<file path="config.mk">
export PLATFORM = sky130hd
export DESIGN_NAME = sv32_ptw_lite
export DESIGN_NICKNAME = d
export VERILOG_FILES = /design/src/rtl/sv32_ptw_lite.sv
export SDC_FILE = /design/constraint.sdc
export NUM_CORES = 1
export LEC_CHECK = 0
export BUFFER_PORTS_ARGS = -buffer_cell sky130_fd_sc_hd__buf_2
export CELL_PAD_IN_SITES_DETAIL_PLACEMENT = 0
export CELL_PAD_IN_SITES_GLOBAL_PLACEMENT = 1
export CORE_MARGIN = 3
export CORE_UTILIZATION = 25
export DETAILED_ROUTE_END_ITERATION = 7
export PLACE_DENSITY = 0.65
export SLEW_MARGIN = 20
export SYNTH_ARGS = -nofsm -noshare
export SYNTH_HDL_FRONTEND = slang
export SYNTH_SLANG_ARGS = --single-unit
</file>
<file path="constraint.sdc">
create_clock -name clk_i -period 2.1 [get_ports clk_i]
set_input_delay 0.105 -clock clk_i [delete_from_list [all_inputs] [get_ports clk_i]]
set_output_delay 0.105 -clock clk_i [all_outputs]
set_load 0.005 [all_outputs]
</file>
<file path="src/rtl/sv32_ptw_lite.sv">
// sv32_ptw_lite: Sv32 two-level hardware page-table walker for ITLB/DTLB refill.
//
// Accepts one TLB miss at a time. It reads PTEs over a valid/ready request port
// and expects exactly one response per accepted request. It then produces either
// a one-cycle TLB update pulse or a one-cycle page-fault pulse.
// An sfence flush aborts the walk. If a read is still outstanding, the walker
// drains its response first.
//
// Ports:
//   clk_i, rst_i          clock, asynchronous active-high reset
//   satp_ppn_i            root page-table PPN
//   asid_i                ASID, captured when a miss is accepted
//   flush_i               sfence.vma abort
//   miss_*                miss request (valid/ready, instr flag, vaddr)
//   mem_req_*             PTE read request (valid/ready, physical address)
//   mem_rsp_*             PTE read response (valid, data)
//   itlb/dtlb_update_o    one-cycle refill pulses
//   update_*              refill payload (VPN, ASID, leaf PTE, superpage flag)
//   fault_o, fault_vaddr_o  one-cycle page-fault pulse and faulting vaddr
//   walking_o             walker busy
module sv32_ptw_lite #(
  parameter int unsigned ASID_WIDTH = 9,
  parameter int unsigned VLEN       = 32,
  parameter int unsigned PLEN       = 34
) (
  input  logic                  clk_i,
  input  logic                  rst_i,
  input  logic [21:0]           satp_ppn_i,
  input  logic [ASID_WIDTH-1:0] asid_i,
  input  logic                  flush_i,
  input  logic                  miss_valid_i,
  input  logic                  miss_is_instr_i,
  input  logic [VLEN-1:0]       miss_vaddr_i,
  output logic                  miss_ready_o,
  output logic                  mem_req_valid_o,
  output logic [PLEN-1:0]       mem_req_addr_o,
  input  logic                  mem_req_ready_i,
  input  logic                  mem_rsp_valid_i,
  input  logic [31:0]           mem_rsp_data_i,
  output logic                  itlb_update_o,
  output logic                  dtlb_update_o,
  output logic [19:0]           update_vpn_o,
  output logic [ASID_WIDTH-1:0] update_asid_o,
  output logic [31:0]           update_content_o,
  output logic                  update_is_4M_o,
  output logic                  fault_o,
  output logic [VLEN-1:0]       fault_vaddr_o,
  output logic                  walking_o
);

  typedef struct packed {
    logic [11:0] ppn1;
    logic [9:0]  ppn0;
    logic [1:0]  rsw;
    logic        d;
    logic        a;
    logic        g;
    logic        u;
    logic        x;
    logic        w;
    logic        r;
    logic        v;
  } pte_sv32_t;

  typedef enum logic [2:0] {
    StIdle,
    StL1Req,
    StL1Wait,
    StL0Req,
    StL0Wait,
    StUpdate,
    StFault,
    StDrain
  } state_e;

  state_e                state_q, state_d;
  logic [VLEN-1:0]       vaddr_q, vaddr_d;
  logic                  is_instr_q, is_instr_d;
  logic [ASID_WIDTH-1:0] asid_q, asid_d;
  pte_sv32_t             pte_q, pte_d;
  logic                  is_4m_q, is_4m_d;

  pte_sv32_t rsp_pte;
  logic      pte_invalid;
  logic      pte_leaf;

  assign rsp_pte     = pte_sv32_t'(mem_rsp_data_i);
  assign pte_invalid = !rsp_pte.v || (!rsp_pte.r && rsp_pte.w);
  assign pte_leaf    = rsp_pte.r || rsp_pte.x;

  always_ff @(posedge clk_i or posedge rst_i) begin
    if (rst_i) begin
      state_q    <= StIdle;
      vaddr_q    <= '0;
      is_instr_q <= 1'b0;
      asid_q     <= '0;
      pte_q      <= '0;
      is_4m_q    <= 1'b0;
    end else begin
      state_q    <= state_d;
      vaddr_q    <= vaddr_d;
      is_instr_q <= is_instr_d;
      asid_q     <= asid_d;
      pte_q      <= pte_d;
      is_4m_q    <= is_4m_d;
    end
  end

  always_comb begin
    state_d         = state_q;
    vaddr_d         = vaddr_q;
    is_instr_d      = is_instr_q;
    asid_d          = asid_q;
    pte_d           = pte_q;
    is_4m_d         = is_4m_q;
    miss_ready_o    = 1'b0;
    mem_req_valid_o = 1'b0;
    mem_req_addr_o  = '0;
    itlb_update_o   = 1'b0;
    dtlb_update_o   = 1'b0;
    fault_o         = 1'b0;

    unique case (state_q)
      StIdle: begin
        // A flush in the same cycle wins, so do not advertise ready then.
        miss_ready_o = !flush_i;
        if (miss_valid_i && !flush_i) begin
          vaddr_d    = miss_vaddr_i;
          is_instr_d = miss_is_instr_i;
          asid_d     = asid_i;
          state_d    = StL1Req;
        end
      end

      StL1Req, StL0Req: begin
        mem_req_valid_o = 1'b1;
        if (state_q == StL1Req) begin
          mem_req_addr_o = PLEN'({satp_ppn_i, vaddr_q[31:22], 2'b00});
        end else begin
          mem_req_addr_o = PLEN'({pte_q.ppn1, pte_q.ppn0, vaddr_q[21:12], 2'b00});
        end
        if (mem_req_ready_i) begin
          // The request was accepted, so a response is owed even if we abort now.
          if (flush_i) begin
            state_d = StDrain;
          end else if (state_q == StL1Req) begin
            state_d = StL1Wait;
          end else begin
            state_d = StL0Wait;
          end
        end else if (flush_i) begin
          state_d = StIdle;
        end
      end

      StL1Wait, StL0Wait: begin
        if (mem_rsp_valid_i) begin
          if (flush_i) begin
            // The response arrives with the flush, so nothing is left to drain.
            state_d = StIdle;
          end else begin
            pte_d = rsp_pte;
            if (pte_invalid) begin
              state_d = StFault;
            end else if (pte_leaf) begin
              if (state_q == StL0Wait) begin
                is_4m_d = 1'b0;
                state_d = StUpdate;
              end else if (rsp_pte.ppn0 != '0) begin
                state_d = StFault;
              end else begin
                is_4m_d = 1'b1;
                state_d = StUpdate;
              end
            end else if (state_q == StL1Wait) begin
              state_d = StL0Req;
            end else begin
              state_d = StFault;
            end
          end
        end else if (flush_i) begin
          state_d = StDrain;
        end
      end

      StUpdate: begin
        itlb_update_o = is_instr_q && !flush_i;
        dtlb_update_o = !is_instr_q && !flush_i;
        state_d       = StIdle;
      end

      StFault: begin
        fault_o = !flush_i;
        state_d = StIdle;
      end

      StDrain: begin
        if (mem_rsp_valid_i) begin
          state_d = StIdle;
        end
      end

      default: state_d = StIdle;
    endcase
  end

  assign update_vpn_o     = vaddr_q[31:12];
  assign update_asid_o    = asid_q;
  assign update_content_o = pte_q;
  assign update_is_4M_o   = is_4m_q;
  assign fault_vaddr_o    = vaddr_q;
  assign walking_o        = (state_q != StIdle);

endmodule

</file>
======== Word-level counts from Yosys, hierarchy flattened ========
Cells that the tools add are included.
storage, ports and cells
  register bits after elaboration ......... 78
  output and inout port bits .............. 134
  bits in writable memories ............... 0
  word-level logic and storage cells ...... 74
  memories ................................ 0
  input bits .............................. 102
  ROM bits ................................ 0
  latch bits .............................. 0
operators by class
  reduce and logical (&&, ||, !) cells .... 20
  order comparisons ....................... 0
  bitwise operators ....................... 2
  multiplexer cells ....................... 24
  div/mod/pow operators ................... 0
  add/sub/neg operators ................... 0
  equal/unequal tests ..................... 12
  shift-type cells ........................ 0
  multipliers ............................. 0
operator list
  kind                                                 count
  2-to-1 mux 34 bit                                    2
  2-to-1 mux 3 bit                                     12
  case mux 3 bit (5 select lines)                      1
  equality test 3 bit, second input constant           4
  nonzero test 10 bit                                  1
  2-to-1 mux 1 bit                                     7
  equality test 3 x 2 -> 1 bit, second input constant  2
  inequality test 2 bit, second input constant         3
  inequality test 3 bit, second input constant         2
  AND reduction 6 bit                                  1
  OR reduction 2 bit                                   3
  logical AND 1 bit                                    4
  logical NOT 1 bit                                    4
  2-to-1 mux 2 bit                                     2
  AND reduction 4 bit                                  1
  equality test 3 x 1 -> 1 bit, second input constant  1
  logical NOT 3 bit                                    1
  AND reduction 3 bit                                  1
  nonzero test 3 bit                                   1
  logical OR 1 bit                                     2
  NOT 1 bit                                            2
  AND reduction 2 bit                                  1

======== Longest topological paths before layout ========
  depth after elaboration ................. 8
  gate-level depth with buffers ........... 7
  gate-level depth less buffers ........... 5

======== Worst setup path before layout ========
OpenSTA, ideal clock, no wires.
  kind .................................... register to register
  start point ............................. reg state_q[0]
  end point ............................... reg is_4m_q (netlist: update_is_4M_o)
  data required time ...................... 1.974 ns
  buffers on the path ..................... 2
  slack ................................... 0.434 ns
  arrival time ............................ 1.540 ns
  library setup time ...................... 0.126 ns
  clock period less this slack ............ 1.666 ns
  stages on the path, launching flop included .. 6
  path through ............................ dfrtp_1 -> clkbuf_1 -> nor3_2 -> nand2_1 -> buf_2 -> o32a_1
between the ends
  longest elaborated chain between the ends .. 3
  elaborated cells on any way between the ends .. 6
  those cells by class .................... eq/ne (3); mux (1); reduce/logical (2)
RTL lines
  item                                                                                 line      source
  start, declared                                                                      76        state_e state_q, state_d;
  start signal, assigned                                                               93        state_q <= StIdle;
  start signal, assigned                                                               100       state_q <= state_d;
  equality test 3 bit / equality test 3 x 2 -> 1 bit (equally long branches)           123, 166
  inequality test 2 bit (no source line) / OR reduction 2 bit (equally long branches)  --
  AND reduction 6 bit (no source line)                                                 --
  end signal, assigned                                                                 105       is_4m_q <= is_4m_d;
  end, declared                                                                        81        logic is_4m_q, is_4m_d;
Parallel ways exist; a longest one is shown, timed or not.
A chain may end at the register's enable or synchronous reset.

======== Worst setup path in the final report ========
  start point ............................. reg state_q[2]
  end point ............................... out mem_req_addr_o[8]
between the ends
  longest elaborated chain between the ends .. 3
  elaborated cells on any way between the ends .. 5
  those cells by class .................... eq/ne (2); mux (2); reduce/logical (1)
RTL lines
  item                                                                                 line      source
  equality test 3 x 1 -> 1 bit / equality test 3 x 2 -> 1 bit (equally long branches)  123, 137
  2-to-1 mux 34 bit / OR reduction 2 bit (equally long branches)                       137, 123
  2-to-1 mux 34 bit *                                                                  123       unique case (state_q)
  end, declared                                                                        36        output logic [PLEN-1:0] mem_req_addr_o,
Mark *: on every way between the ends. The rest lies on a longest branch, timed or not.

==> metrics.log <==
INFO  metric status = complete, no violations
INFO  metric drive_gt1_share = 56.4%
INFO  metric ys_seq_area_share = between 50% and 60%
INFO  metric power.leakage = roughly 3.0 nW
INFO  metric ys_top_cells_by_area = dfrtp_1, mux2_2, mux2i_1, buf_4, nor2_1
INFO  metric synth_top_area_share = between 50% and 60%
INFO  metric portBuffers = 233
INFO  metric hold_violations = 0
INFO  metric cts-root-to-sink-buffers = 2
INFO  metric seq_power_share = between 30% and 40%
INFO  metric synth_top_flop_cell = dfrtp_1
INFO  metric synthDistinctLibCells = 35
INFO  metric dpl_cell_area = ~5100 sq um
INFO  metric timing_worst_setup_path_type = reg -> out
INFO  metric design.portCount = around 240
INFO  metric tritoncts.num_buffers = 9
INFO  metric hpwl = 8.46 mm
INFO  metric final_antenna_net_count = 0
INFO  metric antenna_found_initial = 0
INFO  metric post-route-min-period = between 1500 and 2000 ps
INFO  metric drv_cap = 0
INFO  metric finalSetupViolations = 0
INFO  metric period_share = between 80 and 90%
INFO  metric first_pass_iters = 4
INFO  metric grt_first_pass_wirelength = between 15 and 20 mm
INFO  metric postCtsResizedCells = 0
INFO  metric post_cts_hold_buffer_count = 63
INFO  metric drv_slew = 0
INFO  metric final_net_count = just under 700
INFO  metric timing.hold.worst.class = in -> reg
INFO  metric routed_via_density = about 4.4
INFO  metric drc_errors = 0
INFO  metric timing.setup.tns = 0 ps
INFO  metric antenna-diode-count = 0
INFO  metric synth_cells = roughly 320
INFO  metric timing.fmax = 544 MHz
INFO  metric synthArstFlopShare = 100%
INFO  metric cp.required = 2000 ps
INFO  metric drt_first_iter_violations = between 70 and 80
INFO  metric wl_per_cell = between 10 and 15 um
INFO  metric globalRoute.totalOverflow = 0
INFO  metric power_frac_comb = 45.7%
INFO  metric detailed_route_via_count = 3,399
INFO  metric netlist_area = between 3000 and 4000 sq um
INFO  metric die_h = 130 um
INFO  metric vdd_drop_max = approximately 0.00073 V
INFO  metric setup.worst_path.start_class = register
INFO  metric clkSlewWorstSetupHoldPaths = roughly 60 ps
INFO  metric die_w = around 130 um
INFO  metric worst-path-max-fanout = 33
INFO  metric number_of_placed_instances_with_taps_included = approximately 700
INFO  metric rows = 44
INFO  metric via_count_of_the_first_global_routing_pass = between 3,000 and 4,000
INFO  metric pwr_density_cell = around 1300 nW/um^2
INFO  metric flip_flop_and_latch_count_after_synthesis = 78
INFO  metric sw_frac_of_total = about a third
INFO  metric synth_most_common_cell = dfrtp_1
INFO  metric gr-usage-all-layers = a little over an eighth
INFO  metric power.switching = about 2.8 mW
INFO  metric core_area = approximately 15,000 sq um
INFO  metric clock_power_share = approximately 18%
INFO  metric postLayoutCellArea = approximately 6000 sq um
INFO  metric synth_area_per_cell = around 12 sq um
INFO  metric floorplan.initialDensity = between 20% and 30%
INFO  metric timing.clock.skew = between 6 and 7 ps
INFO  metric cell_accounting_for_the_most_synthesized_area = dfrtp_1
INFO  metric cts.root.buffer_cell = clkbuf_16
INFO  metric yosys_warnings = 0
INFO  metric cts_tree = done
INFO  metric clock_latency = 340 ps
INFO  metric ys_top_cells_by_count = dfrtp_1, mux2_2, nor2_1
INFO  metric htree_levels = 3
INFO  metric crit_arrival = ~1700 ps
INFO  metric syn2layout_area_growth = 56.4%
INFO  metric cts_setup_buffers = 0
INFO  metric crit_path_end_kind = output port
INFO  metric power.internal = a little over 5 mW
INFO  metric design.die.area = around 17,000 sq um
INFO  metric gpl.final_weighted_congestion = approximately 0.79
INFO  metric synth_edf_count = 0
INFO  metric regToRegSetupSlack = roughly 330 ps
INFO  metric cts_num_sinks = 78
INFO  metric grt_max_degree = 43
INFO  metric drt-total-wl = 11.7 mm
INFO  metric rsz_0062_raised_after_global_routing = no
INFO  metric final_standard_cell_count_with_taps_included_and_fillers_excluded = just under 800
metal layers:
metal | track usage [%] | vias up | share of wire, %
met3 | 4.63 | 7 | 6.9
li1 | - | 1622 | -
met5 | 0 | - | 0
met1 | 15.9 | 1641 | 40
met4 | 3.48 | 0 | 1.1
met2 | 24.1 | 129 | 52
state kept, by name, indices dropped and copies added, names as in the netlist:
| name | cells |
|---|---|
| state_q | 3 |
| is_instr_q | 1 |
| fault_vaddr_o | 32 |
| update_asid_o | 9 |
| update_content_o | 32 |
| update_is_4M_o | 1 |
cell type report:
cell class	instances	area [sq um]
sequential	78	1950
clock inverter	3	20.0
clock buffer	12	256
multi-input combinational	191	1620
inverter	6	26.3
fill	1474	8750
timing repair buffer	306	1900
tap	184	230
worst max-delay path: stages (launching register included):
cell      delay [ps]
dfrtp_1          400
buf_4            200
nand2b_1         140
buf_4            370
nor2_1           120
buf_2            150
layout by cell type (no fill, tap or decap), types with 3 or more instances in the layout:
| cell | netlist | routed |
|---|---|---|
| buf_4 | 23 | 8 |
| nor4_1 | 3 | 3 |
| inv_1 | 6 | 5 |
| dfrtp_1 | 78 | 77 |
| a21oi_1 | 3 | 3 |
| mux2i_1 | 32 | 32 |
| buf_2 | 11 | 233 |
| mux2_2 | 74 | 74 |
| nand2_1 | 7 | 7 |
| clkbuf_16 | 0 | 9 |
| clkinvlp_4 | 0 | 3 |
| nor2b_1 | 3 | 3 |
| nor2_1 | 37 | 37 |
| nor3_1 | 3 | 3 |
| dlygate4sd3_1 | 0 | 63 |
power groups by stage:
stage / Combinational (mW) / Clock (mW) / Sequential, mW
final: 3.61 / 1.44 / 2.86
after global routing: 3.98 / 1.57 / 2.97
after floorplan: 2.14 / 0 / 2.80
after CTS: 3.68 / 1.51 / 2.87
after global placement: 3.54 / 0 / 2.84
after detailed placement: 3.57 / 0 / 2.88
stage by stage:
stage / power [mW] / worst slack (ps) / hold WS, ps / util (%)
floorplan: 4.94 / 434 / 256 / -
global placement: 6.38 / 389 / 146 / 34.5
detailed placement: 6.45 / 347 / 149 / 34.5
CTS: 8.05 / 230 / 2.11 / 40.7
global route: 8.53 / 144 / 5.76 / 40.7
finish: 7.92 / 261 / 21.4 / 40.7
worst paths after layout:
kind | startpoint | endpoint | cells past startpoint
min in group asynchronous | rst_i | update_asid_o[4] | 3
hold reg to reg | update_is_4M_o | update_is_4M_o | 1
hold / removal | mem_rsp_data_i[18] | update_content_o[18] | 2
setup reg to reg | state_q[1] | state_q[2] | 5
max in group asynchronous | rst_i | update_content_o[27] | 4
setup / recovery | state_q[2] | mem_req_addr_o[8] | 5
kinds of logic (layout without fill, tap and decap cells):
family                     Yosys count  after routing  synth area share, %
muxes                              108            108                 30.6
DFF                                 78             78                 50.9
and+or+nand+nor                     63             63                 7.53
buffers and inverters               47            327                 7.21
AOI/OAI and AO/OA                   15             15                 2.93
xor gates and xnor gates             2              2                0.457
adders and majority gates            1              1                0.261
other                                1              2               0.0977
Note: power is estimated with default switching activity, not from simulation.
